**src/rtl/mux_2to1_pkg.sv**
```systemverilog
// Shared definitions for the mux_2to1 slice.
//   DEFAULT_WIDTH : default data width of a/b/out/out_q
//   DEFAULT_CNT_W : default width of the select-toggle counter
//   data_t        : data word at the default width
//   cnt_t         : toggle counter at the default width
package mux_2to1_pkg;

    localparam int DEFAULT_WIDTH = 1;
    localparam int DEFAULT_CNT_W = 16;

    typedef logic [DEFAULT_WIDTH-1:0] data_t;
    typedef logic [DEFAULT_CNT_W-1:0] cnt_t;

endpackage

```
**src/rtl/sat_counter.sv**
```systemverilog
// Saturating up-counter.
// Ports:
//   clk   : clock, counts on rising edge
//   rst_n : asynchronous active-low clear
//   inc   : increment request, sampled on the rising edge
//   count : current count; sticks at all-ones instead of wrapping
module sat_counter
    import mux_2to1_pkg::*;
#(
    parameter int W = DEFAULT_CNT_W
) (
    input  logic         clk,
    input  logic         rst_n,
    input  logic         inc,
    output logic [W-1:0] count
);

    always_ff @(posedge clk or negedge rst_n) begin
        if (!rst_n) begin
            count <= '0;
        end else if (inc && (count != {W{1'b1}})) begin
            count <= count + W'(1);
        end
    end

endmodule

```
**src/rtl/mux_2to1.sv**
```systemverilog
// 2:1 multiplexer with registered copies of its result and select, plus a
// saturating count of select changes seen on clock edges.
// Ports:
//   clk         : clock
//   rst_n       : asynchronous active-low reset (registered outputs only)
//   a, b        : data inputs (sel=0 picks a, sel=1 picks b)
//   sel         : select line
//   out         : combinational mux result, unaffected by clk and reset
//   out_q       : out registered on each rising edge
//   sel_q       : sel registered on each rising edge
//   sel_toggles : number of edges at which sel differed from sel_q
module mux_2to1
    import mux_2to1_pkg::*;
#(
    parameter int WIDTH = DEFAULT_WIDTH,
    parameter int CNT_W = DEFAULT_CNT_W
) (
    input  logic             clk,
    input  logic             rst_n,
    input  logic [WIDTH-1:0] a,
    input  logic [WIDTH-1:0] b,
    input  logic             sel,
    output logic [WIDTH-1:0] out,
    output logic [WIDTH-1:0] out_q,
    output logic             sel_q,
    output logic [CNT_W-1:0] sel_toggles
);

    // The conditional operator merges a and b bitwise when sel is X/Z:
    // matching bits pass through, differing bits become X.
    assign out = sel ? b : a;

    always_ff @(posedge clk or negedge rst_n) begin
        if (!rst_n) begin
            out_q <= '0;
            sel_q <= 1'b0;
        end else begin
            out_q <= out;
            sel_q <= sel;
        end
    end

    // Only the value present at the edge is compared, so a glitch that
    // returns to the old value between edges is never counted. sel_q
    // resets to 0, so sel=1 on the first edge counts as a toggle.
    logic toggle_inc;
    assign toggle_inc = (sel != sel_q);

    sat_counter #(
        .W(CNT_W)
    ) u_sat_counter (
        .clk   (clk),
        .rst_n (rst_n),
        .inc   (toggle_inc),
        .count (sel_toggles)
    );

endmodule

```
**config.mk**
```make
export PLATFORM = sky130hd
export DESIGN_NAME = mux_2to1
export DESIGN_NICKNAME = d
export VERILOG_FILES = /design/src/rtl/mux_2to1_pkg.sv /design/src/rtl/sat_counter.sv /design/src/rtl/mux_2to1.sv
export SDC_FILE = /design/constraint.sdc
export NUM_CORES = 1
export LEC_CHECK = 0
export ABC_AREA = 0
export CORE_MARGIN = 4
export CORE_UTILIZATION = 49
export DETAILED_ROUTE_END_ITERATION = 16
export GPL_ROUTABILITY_DRIVEN = 0
export GPL_TIMING_DRIVEN = 0
export PLACE_DENSITY_LB_ADDON = 0.05
export RECOVER_POWER = 25
export SLEW_MARGIN = 20
export SYNTH_ARGS = -nofsm -noshare
export SYNTH_HDL_FRONTEND = slang
export SYNTH_SLANG_ARGS = --single-unit
```
**constraint.sdc**
```tcl
create_clock -name clk -period 3.83 [get_ports clk]
set_input_delay 0.5745 -clock clk [delete_from_list [all_inputs] [get_ports clk]]
set_output_delay 0.5745 -clock clk [all_outputs]
set_load 0.005 [all_outputs]
```
==> impl_metrics.env <==
export IMPL_outcome="finished clean"
export IMPL_final_cell_mix="clkdlybuf4s50_1, dfrtp_1, xor2_1"
export IMPL_cts_max_level=1
export IMPL_final_common_cell="clkdlybuf4s50_1"
export IMPL_hold_slack_ns=0.500
export IMPL_synth_nets=79
export IMPL_slew_headroom=0.426
export IMPL_yosysSeqAreaShare=0.519
export IMPL_finalPower_w=0.000565
export IMPL_min_path_cells=1
export IMPL_ios=24
export IMPL_cts_tree="built"
export IMPL_reg2reg_depth=4
export IMPL_yosys_area_share_xor_xnor=0.170
export IMPL_syn_to_final_growth_pct=34.2
export IMPL_crit_fanout=3
export IMPL_required_ns=3.26
export IMPL_antenna_found_initial=0
export IMPL_port_buffers=23
export IMPL_fp_row_count=14
export IMPL_critPathBufInv=2
export IMPL_period_share=0.676
export IMPL_grt_pass1_vias=630
export IMPL_cp_top_family="buffers and inverters"
export IMPL_p_switching_w=0.000177
export IMPL_cts_resized=0
export IMPL_drtIter0Drc=4
export IMPL_p_leak_nw=0.537
export IMPL_drv_cap=0
export IMPL_rsz0062_at_grt="no"
export IMPL_synth_edf_count=0
export IMPL_drive_above_1_share=0.100
export IMPL_cp_cell_sequence="dlygate4sd3_1, mux2_1, clkdlybuf4s50_1"
export IMPL_critical_path_slowest_cell="dlygate4sd3_1"
export IMPL_wl_mm=1.72
export IMPL_yosysTopAreaCellShare=0.519
export IMPL_crit_type="input pin to primary output"
export IMPL_vias_per_cell=5.22
export IMPL_setup_tns_ns=0
export IMPL_skew_ns=0.00257
export IMPL_ys_warnings_count=0
export IMPL_power_frac_comb=0.286
export IMPL_end_kind="primary output"
export IMPL_synth_distinct_cells=22
export IMPL_postCtsSetupBuffers=0
export IMPL_floorplan_initialDensity=0.544
export IMPL_drtPass1Iterations=4
export IMPL_synth_compound_area_share=0.0101
export IMPL_cts_buffer_depth=2
export IMPL_synth_fa_ha_area_frac=0.0144
export IMPL_grt_max_degree=19
export IMPL_setup_viol=0
export IMPL_grt_use_total=0.151
export IMPL_slowest_delay_ns=0.63
export IMPL_dieWidth_um=50.1
export IMPL_core_area_mm2=0.00159
export IMPL_clockPowerShare=0.203
export IMPL_dieArea_mm2=0.00251
export IMPL_hold_viol=0
export IMPL_crit_arrival_ns=2.01
export IMPL_power_density_mw_per_mm2=486
export IMPL_vdd_drop_max_uv=463
export IMPL_cts_sinks=18
export IMPL_wire_per_inst_um=13.8
export IMPL_numCtsBuffers=3
export IMPL_async_flop_share=1.00
export IMPL_avgSynthCellArea_um2=11.9
export IMPL_synthTopCellsByArea="dfrtp_1, xor2_1, nand4_1, nor4_1, xnor2_1"
export IMPL_synth_area_mux_share=0.0260
export IMPL_ant_nets=0
export IMPL_fin_util=0.730
export IMPL_synth_ff_type="dfrtp_1"
export IMPL_cp_start_kind="input pin"
export IMPL_synth_top_family_by_area="simple AND/OR/NAND/NOR gates"
export IMPL_fillers=124
export IMPL_slew_violations=0
export IMPL_max_slew_worst_pin_slew_ns=0.850
export IMPL_max_freq_ghz=0.386
export IMPL_vias=647
export IMPL_period_needed_ns=2.59
export IMPL_p_seq_frac=0.511
export IMPL_synthCells=73
export IMPL_antennaDiodeCount=0
export IMPL_internal_power_w=0.000388
export IMPL_yosys_area_share_simple=0.251
export IMPL_syn_cell_area_um2=867
export IMPL_clk_pin_slew_worst_paths_ns=0.10
export IMPL_synth_seq_cells=18
export IMPL_synth_top_area_cell="dfrtp_1"
export IMPL_cp_depth=3
export IMPL_hold_class="register to register"
export IMPL_clock_latency_ns=0.29
export IMPL_switching_share=0.314
export IMPL_cts_root_buffer="clkbuf_4"
export IMPL_grt_pass1_wl_mm=2.92
export IMPL_nets=107
export IMPL_globalRoute_totalOverflow=0
export IMPL_post_dp_hpwl_mm=1.26
export IMPL_die_h_um=50.1
export IMPL_cts_hold_buf=0
export IMPL_drc_errors=0
==> metrics by stage <==
stage / cell area, um^2 / std cells / setup WS (ns)
CTS: 1160 / 124 / 1.30
finish: 1160 / 124 / 1.24
global route: 1160 / 124 / 1.20
detailed placement: 1130 / 120 / 1.31
global placement: 1130 / 120 / 1.32
floorplan: 867 / 73 / 2.20
==> worst reg2reg max path: cells and delay by family, from the launching register on <==
| kind | cells | cell delay, ns |
|---|---|---|
| compound gates | 1 | 0.82 |
| xor+xnor | 1 | 0.17 |
| flops | 1 | 0.44 |
| simple gates | 2 | 0.38 |
==> flip-flops by register name (all words and copies together) (netlist names) <==
register,count
sel_q,1
u_sat_counter.count,16
out_q,1
==> power groups by stage <==
stage	clock network [W]	registers [W]	logic, W
3_3_place_gp	0	0.000289	0.000160
4_1_cts	0.000120	0.000289	0.000167
3_5_place_dp	0	0.000292	0.000165
2_1_floorplan	0	0.000286	0.0000638
5_1_grt	0.000130	0.000301	0.000180
6_report	0.000115	0.000289	0.000162
==> worst paths after layout <==
kind / startpoint / to / slack, ns
worst max register to register: u_sat_counter.count[8] / u_sat_counter.count[14] / 1.90
min in group asynchronous: rst_n / u_sat_counter.count[10] / 0.81
worst min register to register: u_sat_counter.count[15] / u_sat_counter.count[15] / 0.50
max in group asynchronous: rst_n / u_sat_counter.count[11] / 2.52
worst min-delay path: u_sat_counter.count[15] / u_sat_counter.count[15] / 0.50
worst max-delay path: sel / out / 1.24
==> Yosys cell counts, types with 2 or more instances <==
| cell | number |
|---|---|
| inv_1 | 2 |
| nand2_1 | 6 |
| nor4b_1 | 2 |
| xnor2_1 | 3 |
| dfrtp_1 | 18 |
| xor2_1 | 12 |
| nor2_1 | 3 |
| nor4_1 | 5 |
| nor3_1 | 3 |
| nand4_1 | 5 |
| mux2_2 | 2 |
| nand3_1 | 2 |
==> kinds of logic after synthesis <==
group           Yosys count
flops                    18
mux                       2
fa+ha+maj                 1
xor+xnor                 16
simple gates             33
compound gates            1
buf+inv                   2
==> area by class of cell <==
| type | instances | area, um^2 | share of cell area |
|---|---|---|---|
| repair buffers | 23 | 230 | 0.198 |
| well taps | 24 | 30.0 | 0.0258 |
| clock buffers | 4 | 36.3 | 0.0312 |
| flip-flops and latches | 18 | 450 | 0.387 |
| multi-input cells | 53 | 409 | 0.352 |
| inverters | 2 | 7.51 | 0.00645 |
==> routing by layer <==
| layer | wire (um) | GRT usage | vias up |
|---|---|---|---|
| met5 | 0 | 0 | - |
| met4 | 0 | 0.0645 | 0 |
| met3 | 94 | 0.0301 | 0 |
| met2 | 813 | 0.224 | 18 |
| met1 | 809 | 0.213 | 313 |
| li1 | - | - | 316 |
No activity file was read; power rests on OpenSTA's default activity.
